[src/rtl/mem_arb_pkg.sv]
// ----------------------------------------------------------------------------
// mem_arb_pkg
// Shared types and default widths for the two-port memory arbiter.
//   state_e : arbiter FSM states (IDLE, BUSY, DONE)
//   owner_e : which requester owns the current access (OWN_IF, OWN_D)
//   DEF_*   : default parameter values for mem_port_arbiter
// ----------------------------------------------------------------------------
package mem_arb_pkg;

    localparam int DEF_ADDR_W  = 32;
    localparam int DEF_DATA_W  = 32;
    localparam int DEF_TIMEOUT = 16;

    typedef enum logic [1:0] {
        IDLE = 2'd0,
        BUSY = 2'd1,
        DONE = 2'd2
    } state_e;

    // OWN_D encodes as 0 so that a cleared last-owner register reads
    // "data served last", which hands the first round-robin tie to fetch.
    typedef enum logic {
        OWN_IF = 1'b1,
        OWN_D  = 1'b0
    } owner_e;

endpackage

[src/rtl/mem_arb_select.sv]
// ----------------------------------------------------------------------------
// mem_arb_select
// Winner selection between the fetch and data requesters.
// Default build: data-first fixed priority, purely combinational.
// With MEM_ARB_RR_EN defined: round-robin using a 1-bit last-owner register;
// on a tie the side not served last wins, fetch wins the first tie after reset.
//
// Ports:
//   clk, reset  : clock and synchronous active-high reset (RR pointer only)
//   if_req_i    : fetch request
//   d_req_i     : data request
//   grant_i     : the top accepted winner_o this cycle (updates RR pointer)
//   any_req_o   : at least one request is pending
//   winner_o    : selected owner (owner_e encoding)
// ----------------------------------------------------------------------------
module mem_arb_select
    import mem_arb_pkg::*;
(
    input  logic clk,
    input  logic reset,
    input  logic if_req_i,
    input  logic d_req_i,
    input  logic grant_i,
    output logic any_req_o,
    output logic winner_o
);

    assign any_req_o = if_req_i | d_req_i;

`ifdef MEM_ARB_RR_EN
    owner_e last_q;

    // NOTE: sequential state is assigned with <= so every flop samples the
    // pre-edge values; blocking here would create order-dependent races.
    always_ff @(posedge clk) begin
        if (reset) begin
            last_q <= OWN_D;
        end else if (grant_i) begin
            last_q <= owner_e'(winner_o);
        end
    end

    always_comb begin
        if (if_req_i && d_req_i) begin
            winner_o = (last_q == OWN_IF) ? OWN_D : OWN_IF;
        end else begin
            winner_o = d_req_i ? OWN_D : OWN_IF;
        end
    end
`else
    // Fixed priority has no state; clock, reset and grant are not needed.
    logic unused_rr;
    assign unused_rr = ^{clk, reset, grant_i};

    assign winner_o = d_req_i ? OWN_D : OWN_IF;
`endif

endmodule

[src/rtl/mem_port_arbiter.sv]
// ----------------------------------------------------------------------------
// mem_port_arbiter
// Shares one memory port between an instruction-fetch and a data requester.
// IDLE picks a winner and latches its request, BUSY drives the memory from
// the latched copy until mem_ready or timeout, DONE pulses the owner's done.
// Optional feature macro: MEM_ARB_RR_EN (round-robin instead of data-first).
//
// Ports:
//   clk, reset                          : clock, synchronous active-high reset
//   if_req, if_addr                     : fetch request (held until if_done)
//   if_rdata, if_done                   : fetch data, one-cycle completion
//   d_req, d_we, d_addr, d_wdata        : data request (d_we=1 is a write)
//   d_rdata, d_done                     : data read data, one-cycle completion
//   mem_enable, mem_r_w, mem_address,
//   mem_input                           : memory command (mem_r_w=1 is write)
//   mem_output, mem_ready               : memory read data, access complete
//   err                                 : one-cycle pulse on timeout
// ----------------------------------------------------------------------------
module mem_port_arbiter
    import mem_arb_pkg::*;
#(
    parameter int ADDR_W  = DEF_ADDR_W,
    parameter int DATA_W  = DEF_DATA_W,
    parameter int TIMEOUT = DEF_TIMEOUT
) (
    input  logic              clk,
    input  logic              reset,
    input  logic              if_req,
    input  logic [ADDR_W-1:0] if_addr,
    output logic [DATA_W-1:0] if_rdata,
    output logic              if_done,
    input  logic              d_req,
    input  logic              d_we,
    input  logic [ADDR_W-1:0] d_addr,
    input  logic [DATA_W-1:0] d_wdata,
    output logic [DATA_W-1:0] d_rdata,
    output logic              d_done,
    output logic              mem_enable,
    output logic              mem_r_w,
    output logic [ADDR_W-1:0] mem_address,
    output logic [DATA_W-1:0] mem_input,
    input  logic [DATA_W-1:0] mem_output,
    input  logic              mem_ready,
    output logic              err
);

    localparam int              CNT_W     = (TIMEOUT > 1) ? $clog2(TIMEOUT) : 1;
    localparam logic [CNT_W-1:0] WAIT_LAST = CNT_W'(TIMEOUT - 1);

    state_e            state_q,    state_d;
    owner_e            owner_q,    owner_d;
    logic [ADDR_W-1:0] addr_q,     addr_d;
    logic [DATA_W-1:0] wdata_q,    wdata_d;
    logic              we_q,       we_d;
    logic [CNT_W-1:0]  wait_q,     wait_d;
    logic [DATA_W-1:0] if_rdata_q, if_rdata_d;
    logic [DATA_W-1:0] d_rdata_q,  d_rdata_d;
    logic              if_done_q,  if_done_d;
    logic              d_done_q,   d_done_d;
    logic              err_q,      err_d;

    logic any_req;
    logic winner;
    logic grant;

    mem_arb_select u_select (
        .clk       (clk),
        .reset     (reset),
        .if_req_i  (if_req),
        .d_req_i   (d_req),
        .grant_i   (grant),
        .any_req_o (any_req),
        .winner_o  (winner)
    );

    // NOTE: every signal written here gets a default first, so no path can
    // leave it unassigned and infer a latch.
    always_comb begin
        state_d    = state_q;
        owner_d    = owner_q;
        addr_d     = addr_q;
        wdata_d    = wdata_q;
        we_d       = we_q;
        wait_d     = wait_q;
        if_rdata_d = if_rdata_q;
        d_rdata_d  = d_rdata_q;
        if_done_d  = 1'b0;
        d_done_d   = 1'b0;
        err_d      = 1'b0;
        grant      = 1'b0;

        unique case (state_q)
            IDLE: begin
                // After a timeout the owner sees done while we are already in
                // IDLE; hold off one cycle so its still-high request is not
                // granted again.
                if (any_req && !(if_done_q || d_done_q)) begin
                    grant   = 1'b1;
                    owner_d = owner_e'(winner);
                    wait_d  = '0;
                    state_d = BUSY;
                    if (owner_e'(winner) == OWN_D) begin
                        addr_d  = d_addr;
                        wdata_d = d_wdata;
                        we_d    = d_we;
                    end else begin
                        addr_d  = if_addr;
                        wdata_d = '0;
                        we_d    = 1'b0;
                    end
                end
            end

            BUSY: begin
                if (mem_ready) begin
                    if (owner_q == OWN_D) begin
                        d_done_d = 1'b1;
                        if (!we_q) d_rdata_d = mem_output;
                    end else begin
                        if_done_d = 1'b1;
                        if (!we_q) if_rdata_d = mem_output;
                    end
                    state_d = DONE;
                end else if (wait_q == WAIT_LAST) begin
                    err_d     = 1'b1;
                    d_done_d  = (owner_q == OWN_D);
                    if_done_d = (owner_q == OWN_IF);
                    state_d   = IDLE;
                end else begin
                    wait_d = wait_q + 1'b1;
                end
            end

            DONE: begin
                state_d = IDLE;
            end

            default: begin
                state_d = IDLE;
            end
        endcase
    end

    always_ff @(posedge clk) begin
        if (reset) begin
            state_q    <= IDLE;
            owner_q    <= OWN_D;
            addr_q     <= '0;
            wdata_q    <= '0;
            we_q       <= 1'b0;
            wait_q     <= '0;
            if_rdata_q <= '0;
            d_rdata_q  <= '0;
            if_done_q  <= 1'b0;
            d_done_q   <= 1'b0;
            err_q      <= 1'b0;
        end else begin
            state_q    <= state_d;
            owner_q    <= owner_d;
            addr_q     <= addr_d;
            wdata_q    <= wdata_d;
            we_q       <= we_d;
            wait_q     <= wait_d;
            if_rdata_q <= if_rdata_d;
            d_rdata_q  <= d_rdata_d;
            if_done_q  <= if_done_d;
            d_done_q   <= d_done_d;
            err_q      <= err_d;
        end
    end

    // The memory command comes only from the latched request registers.
    assign mem_enable  = (state_q == BUSY);
    assign mem_r_w     = mem_enable & we_q;
    assign mem_address = addr_q;
    assign mem_input   = wdata_q;

    assign if_rdata = if_rdata_q;
    assign d_rdata  = d_rdata_q;
    assign if_done  = if_done_q;
    assign d_done   = d_done_q;
    assign err      = err_q;

endmodule

[config.mk]
export PLATFORM = sky130hd
export DESIGN_NAME = mem_port_arbiter
export DESIGN_NICKNAME = d
export VERILOG_FILES = /design/src/rtl/mem_arb_pkg.sv /design/src/rtl/mem_arb_select.sv /design/src/rtl/mem_port_arbiter.sv
export SDC_FILE = /design/constraint.sdc
export NUM_CORES = 1
export LEC_CHECK = 0
export CAP_MARGIN = 20
export CORE_UTILIZATION = 41
export CTS_BUF_LIST = sky130_fd_sc_hd__clkbuf_8
export DETAILED_ROUTE_END_ITERATION = 10
export PLACE_DENSITY_LB_ADDON = 0.2
export SETUP_SLACK_MARGIN = 0.02
export SYNTH_ARGS = -nofsm -noshare
export SYNTH_HDL_FRONTEND = slang
export SYNTH_SLANG_ARGS = --single-unit
[constraint.sdc]
create_clock -name clk -period 2.2 [get_ports clk]
set_clock_uncertainty 0.15 [all_clocks]
set_input_delay 0.66 -clock clk [delete_from_list [all_inputs] [get_ports clk]]
set_output_delay 0.66 -clock clk [all_outputs]
set_load 0.05 [all_outputs]
==> flow_summary.yaml <==
yosys:
  ys.flop_type: "dfxtp_1"
  synth-edff-count: 0
  ys_types: 28
  synth-xor-area-share: 0
  yosysSeqAreaShare: 0.537
  yosys.area_share.adder: 0.00241
  synthSimpleGateAreaFrac: 0.207
  synth_compound_area_frac: 0.151
  synth_top_family_by_area: "simple AND/OR/NAND/NOR gates"
  yosysWarnings: 0
  synth_cells: 616
  synthArstFlopShare: 0
  ys_ff_latch: 139
  muxShareOfSynthArea: 0.0618
  syn_nets: 751
  syn_area_sq_um: 5180
  avgSynthCellArea_sq_um: 8.42
clock_network:
  clk_path_buf_depth: 2
  cts_tree: "done"
  h-tree-depth: 4
  root_buffer: "clkbuf_8"
  clk_pin_slew_ns: 0.07
  cts.sinks: 139
  cts_buffers: 17
  clock_latency_ns: 0.42
power_and_ir_drop:
  clockPowerShare: 0.304
  p_comb_frac: 0.266
  sequentialPowerShare: 0.430
  internal-power_mw: 4.42
  p_sw_mw: 2.06
  p_total_mw: 6.47
  switching_share: 0.318
  peakVddDrop_v: 0.000431
  power.density_nw_per_um2: 786
  cellLeakagePower_nw: 3.36
job:
  drv_cap: 0
critical_path:
  path_class: "flop to primary output"
  ff2ff_setup_slack_ns: 0.27
  crit_required_ns: 1.39
  crit_chain: "nand2b_4, inv_6, and2_4, buf_12"
  cpPeakStageDelay_ns: 0.34
  crit_path_end_kind: "primary output"
  arrival_ns: 1.31
  path_buf_inv: 2
  worst_path_max_delay_cell: "dfxtp_4"
  cp_max_fo: 8
  cpLargestDelayFamily: "flip-flops"
  worstSetupStartpointType: "flop"
global_route:
  grt_max_degree: 67
  grt_pass1_vias: 5105
  antenna_found_initial: 0
  track_usage: 0.236
  overflow: 0
  grt_pass1_wl_mm: 24.1
floorplan:
  start_util: 0.426
  die_area_sq_um: 13100
  rows: 40
  ios: 267
  core_sq_um: 12200
  die_y_microns: 114
  die_w_microns: 114
finish:
  diodes: 0
  final_cells: 1051
  layout_common_cells: "nand2_1 (166), buf_4 (143), dfxtp_1 (137)"
  mostFrequentLayoutCell: "nand2_1"
  final_util: 0.677
  syn_to_final_growth_pct: 58.8
  final_nets: 1006
  layout-drive-gt1-share: 0.221
  fillers: 1040
drt:
  ant_nets: 0
  drt-pass1-iter-count: 4
  via_per_inst: 4.95
  drtIter0Drc: 378
  via_count: 5204
  route.detailed.drc: 0
  routed_wl_mm: 15.2
  routedWlPerCell_microns: 14.5
hold_path:
  min_path_type: "flop to flop"
timing:
  maxSlewHeadroom: 0.766
  holdWs_ns: 0.303
  finalHoldViolCount: 0
  worstMarginPinSlew_ns: 0.346
  slew_violations: 0
  post-route-period-util: 0.962
  rsz0062_at_grt: "no"
  max_freq_ghz: 0.473
  worst_slack_ns: 0.0840
  fin_crit_ns: 2.12
  finalSetupViolCount: 0
placed_design:
  dp_slack_ns: -0.115
  portBuffers: 266
  dpl.cell_count: 1019
  place_hpwl_mm: 11.3
  gp_congestion: 0.779
status:
  status: "finished clean"
[final timing paths]
check | from | to | cells after the start
setup / recovery | state_q[1]$_SDFFE_PP0P_ | mem_r_w | 4
hold / removal | mem_input[13]$_SDFFE_PP0P_ | mem_input[13]$_SDFFE_PP0P_ | 2
setup reg to reg | state_q[1]$_SDFFE_PP0P_ | mem_address[18]$_SDFFE_PP0P_ | 6
hold reg to reg | mem_input[13]$_SDFFE_PP0P_ | mem_input[13]$_SDFFE_PP0P_ | 2
[tightest hold or removal path, stage by stage, from the launching register on]
cell and delay (ns):
dfxtp_1 0.31, nand2_1 0.05, a21oi_1 0.05
[power by group through the flow]
stage	sequential, mW	clock (mW)	combinational, mW
2_1_floorplan	3.38	0	0.459
3_3_place_gp	2.83	0	1.70
3_5_place_dp	2.84	0	1.72
4_1_cts	2.79	2.01	1.73
5_1_grt	2.80	2.13	1.83
6_report	2.79	1.96	1.72
[sequential cells by signal, summed over array words and instances, names as in the netlist]
name,flops
if_done,1
mem_address,32
we_q,1
wait_q,4
err,1
d_done,1
if_rdata,32
mem_input,32
state_q,2
owner_q,1
d_rdata,32
[Yosys cell counts (2+ instances only)]
cell type / instances / area share
a211oi_1: 33 / 0.048
a21oi_1: 98 / 0.095
a31oi_1: 3 / 0.0036
and2_1: 2 / 0.0024
buf_2: 12 / 0.012
clkbuf_1: 38 / 0.028
dfxtp_1: 139 / 0.54
mux2i_1: 32 / 0.062
nand2_1: 166 / 0.12
nand3_1: 36 / 0.035
nand3b_1: 2 / 0.0029
nor2_1: 35 / 0.025
nor3b_1: 2 / 0.0029
nor4_1: 3 / 0.0036
o21ai_0: 2 / 0.0019
[repair_timing]
item | in CTS | in global routing
pin swaps | 0 | 0
buffers inserted | 1 | 0
hold buffers | 0 | 0
endpoints found under the setup margin | 2 | 1
resized for setup | 6 | 1
[layout make-up]
type / count / area (sq um) / share of cell area
Timing Repair Buffer: 287 / 2630 / 0.320
Tap cell: 168 / 210 / 0.0255
Inverter: 1 / 8.76 / 0.00106
Sequential cell: 139 / 2790 / 0.339
Multi-Input combinational cell: 425 / 2220 / 0.269
Clock inverter: 11 / 103 / 0.0125
Clock buffer: 20 / 275 / 0.0334
[per-layer routing]
| metal | track usage | up-vias | wire length, microns |
|---|---|---|---|
| met5 | 0 | - | 0 |
| met4 | 0.105 | 0 | 419 |
| met3 | 0.0672 | 29 | 1100 |
| met2 | 0.425 | 189 | 7900 |
| met1 | 0.256 | 2386 | 5820 |
| li1 | - | 2600 | - |
[cell families after synthesis]
family / count (synthesis)
multiplexers: 32
AND/OR/NAND/NOR: 254
flip-flops: 139
buffers and inverters: 52
adder cells (fa/ha/maj): 1
AO/OA/AOI/OAI: 138
[stage by stage]
| step | TNS [ns] | area [sq um] |
|---|---|---|
| 5_1_grt | 0 | 8230 |
| 3_5_place_dp | -5.87 | 7830 |
| 4_1_cts | 0 | 8230 |
| 2_1_floorplan | 0 | 5180 |
| 3_3_place_gp | -3.46 | 7830 |
| 6_report | 0 | 8230 |
Note: power is estimated with default switching activity, not from simulation.
==> edit 1 (same settings) <==
Set the package constant `DEF_ADDR_W` to 16 (it was 32).
--- a/src/rtl/mem_arb_pkg.sv
+++ b/src/rtl/mem_arb_pkg.sv
@@ -9,3 +9,3 @@
 
-    localparam int DEF_ADDR_W  = 32;
+    localparam int DEF_ADDR_W  = 16;
     localparam int DEF_DATA_W  = 32;
Interface: changed (resized d_addr, if_addr and mem_address); port bits go from 267 to 219. No check against the original RTL was run, so the function may have changed too.
==> edit 1 against the unedited design <==
- setup slack better by 0.027 ns
- total power is 8.0% lower
- design area is 13% lower
- count of clock-buffer cells in the layout is 1 higher
- area after synthesis is 11% lower
- sequential cell count is 16 lower
- cell count is 14% lower
- first-iteration DRC count is 51% lower
- wire length is 15% lower
- largest cell class unchanged
- highest routed layer unchanged
==> edit 1: results <==
set metrics [dict create \
    status "complete, no violations" \
    place_ws_ns -0.118 \
    fin_nets 857 \
    drt_iter0_drc 187 \
    grt_max_degree 51 \
    syn_avg_cell_area_um2 8.48 \
    slew_headroom 0.607 \
    pwr-share-seq 0.409 \
    placedCellCount 872 \
    io_buffer_count 218 \
    cts_buffers 17 \
    comb_power_mw 1.35 \
    grt-ovfl-total 0 \
    grt_util_all_layers 0.227 \
    drt-met1-wl_mm 5.30 \
    holdCritPathClass "reg -> reg" \
    fillers 894 \
    maxSlewViolCount 0 \
    cts_setup_buffers 3 \
    worst_setup_path_end_kind "output pin" \
    yosys-top-cells-count "nand2_1, dfxtp_1, a21oi_1" \
    first_global_vias 4364 \
    vias 4530 \
    worst_ir_drop_vdd_mv 0.679 \
    wl_met3_mm 1.21 \
    antenna_found_initial 0 \
    yosys_most_used_dff "dfxtp_1" \
    htreeDepth 4 \
    cts_root_buffer "clkbuf_8" \
    yosys-top-cells-area "dfxtp_1, nand2_1, a21oi_1" \
    seq_area_frac_synth 0.533 \
    grt_pass1_wl_mm 20.6 \
    drive_gt1_frac 0.241 \
    p_seq_mw 2.44 \
    firstDrtPassIters 4 \
    arrival_ns 1.28 \
    cts_resized 3 \
    yosys.cell_types.count 31 \
    clk_pin_slew_ns 0.07 \
    antenna_cells 0 \
    drt-total-wl_mm 13.0 \
    crit_fanout 4 \
    syn_nets 648 \
    dp.final_hpwl_mm 9.00 \
    wl_met2_mm 6.15 \
    netSwitchingFraction 0.294 \
    clockBufferDepth 2 \
    ys_warn_count 0 \
    async_reset_ff_frac 0 \
    place.gp.congestion 0.797 \
    worstSkewPairLatency_ns 0.43 \
    top_layer_used "met4" \
    stdcell_count 907 \
    leakage_nw 2.89 \
]
[edit 1: cell families (layout without fill, tap and decap cells)]
group | count (synthesis) | count (layout) | share of synthesized area
AO/OA/AOI/OAI | 122 | 122 | 0.158
adder cells (fa/ha/maj) | 1 | 1 | 0.00271
buffers and inverters | 46 | 268 | 0.0512
flip-flops | 123 | 123 | 0.533
multiplexers | 16 | 16 | 0.0347
AND/OR/NAND/NOR | 237 | 237 | 0.221
[edit 1: cell type report]
class,instances,area [um2],share of cell area
clock buffers,21,289,0.0404
repair buffers,235,2120,0.297
flip-flops and latches,123,2460,0.345
clock inverters,11,150,0.0210
well taps,140,175,0.0245
multi-input cells,376,1940,0.272
inverters,1,6.26,0.000875
[edit 1: metal layers]
metal,vias up,global-route usage
met1,2088,0.262
met5,-,0
li1,2246,-
met2,174,0.374
met3,22,0.0778
met4,0,0.109
[edit 1: worst paths after layout]
path         cells after the start  slack (ns)                       start                    endpoint
max                              4        0.11     state_q[0]$_SDFFE_PP0P_                     mem_r_w
max reg2reg                      5        0.30     state_q[0]$_SDFFE_PP0P_    d_rdata[19]$_SDFFE_PP0P_
min                              2        0.30  mem_input[22]$_SDFFE_PP0P_  mem_input[22]$_SDFFE_PP0P_
min reg2reg                      2        0.30  mem_input[22]$_SDFFE_PP0P_  mem_input[22]$_SDFFE_PP0P_
[edit 1: metrics by stage]
step                      setup TNS, ns  utilization  cell area, um2
after floorplan                       0            -            4620
after global placement            -2.00        0.613            6670
after detailed placement          -2.97        0.613            6670
after CTS                             0        0.656            7150
after global routing                  0        0.656            7150
final                                 0        0.656            7150
[edit 1: critical path: stages (launching register included)]
cell	delay, ns
dfxtp_1	0.42
nand2b_4	0.08
inv_4	0.07
and2_4	0.15
buf_12	0.13
==> edit 2 (config.mk and constraints unchanged) <==
Without the edit above. The 3 states of `state_e` get a one-hot encoding in 3 bits.
--- a/src/rtl/mem_arb_pkg.sv
+++ b/src/rtl/mem_arb_pkg.sv
@@ -13,6 +13,6 @@
 
-    typedef enum logic [1:0] {
-        IDLE = 2'd0,
-        BUSY = 2'd1,
-        DONE = 2'd2
+    typedef enum logic [2:0] {
+        IDLE = 3'b001,
+        BUSY = 3'b010,
+        DONE = 3'b100
     } state_e;
Function: same outputs for any inputs over 4 cycles, from zero or initial values and one cycle with reset high; so few cycles prove little.
==> edit 2 against the unedited design <==
- clock power is 7% lower
- cell count is 0.76% higher
- register-to-register slack worse by 0.12 ns
- highest routed layer unchanged
- area after synthesis is 5.6% higher
- sequential share of layout area is 0.61 points lower
- combinational power is 8% lower
- the flow now finishes with violations (setup timing)
- synthesized cell count is 0.81% higher
- setup slack worse by 0.18 ns
- design area is 2.5% higher
- wire length is 2.5% higher
- via count is 1.5% higher
- sequential cell count is 1 higher
- total power is 4.6% lower
==> edit 2: results <==
set metrics [dict create \
    status "complete, but fails checks" \
    violations "setup timing" \
    netSwitchingFraction 0.316 \
    pwr-share-seq 0.449 \
    stdcell_count 1059 \
    htreeDepth 4 \
    drt_iter0_drc 351 \
    cts_setup_buffers 3 \
    synth_fa_ha_area_frac 0.00228 \
    cts_resized 3 \
    fin_tns_setup_ns -0.175 \
    finalSetupViolCount 2 \
    worst_ir_drop_vdd_mv 0.385 \
    vias_per_cell 4.99 \
    cp_top_family "simple AND/OR/NAND/NOR gates" \
    wl_met2_mm 7.92 \
    grt_util_all_layers 0.229 \
    worstSkewPairLatency_ns 0.43 \
    grt_pass1_wl_mm 25.5 \
    place.gp.congestion 0.802 \
    fillers 1091 \
    antenna_found_initial 0 \
    async_reset_ff_frac 0 \
    drt-met1-wl_mm 6.28 \
    clockBufferDepth 2 \
    placed_area_mm2 0.00806 \
    placedCellCount 1026 \
    first_global_vias 5315 \
    leakage_nw 3.33 \
    grt_max_degree 56 \
    worstMarginPinSlew_ns 0.375 \
    syn_nets 756 \
    powerClk_mw 1.82 \
    top_layer_used "met4" \
    clk_pin_slew_ns 0.07 \
    dp.final_hpwl_mm 11.6 \
    firstDrtPassIters 5 \
    seq_area_frac_synth 0.512 \
    yosys-top-cells-count "dfxtp_1, nand2_1, a21oi_1" \
    yosys-top-cells-area "dfxtp_1, nand2_1, a21oi_1" \
    crit_fanout 2 \
    arrival_ns 1.48 \
    place_ws_ns -0.0801 \
    synth_xor_xnor_area_share 0 \
    cp_slowest_stage_delay_ns 0.41 \
    drt-total-wl_mm 15.6 \
    synth_cells 621 \
    synth_compound_area_frac 0.173 \
    cts_buffers 17 \
    slowest_stage "or3b_4" \
    drive_gt1_frac 0.289 \
    wl_met3_mm 1.15 \
    layout_setup_ws_ns -0.0937 \
    yosys.cell_types.count 36 \
    intPower_mw 4.22 \
    synth.area.mux_share 0.0585 \
]
edit 2: layer usage:
metal,track usage,vias up
met4,0.0873,0
met1,0.249,2450
met5,0,-
li1,-,2619
met3,0.0712,21
met2,0.413,190
edit 2: path summary, 6_finish.rpt:
path,slack (ns),startpoint,end,cells after the start
setup / recovery,-0.09,state_q[0]$_SDFFE_PP1P_,mem_r_w,4
hold / removal,0.30,mem_input[27]$_SDFFE_PP0P_,mem_input[27]$_SDFFE_PP0P_,2
setup reg to reg,0.15,state_q[0]$_SDFFE_PP1P_,d_rdata[20]$_SDFFE_PP0P_,6
hold reg to reg,0.30,mem_input[27]$_SDFFE_PP0P_,mem_input[27]$_SDFFE_PP0P_,2
edit 2: final cells by class:
type,instances,area (um2),share of cell area
Timing Repair Buffer,290,2650,0.314
Clock buffer,19,262,0.0310
Multi-Input combinational cell,426,2410,0.286
Sequential cell,140,2810,0.333
Inverter,1,6.26,0.000742
Clock inverter,11,80.1,0.00949
Tap cell,172,215,0.0255
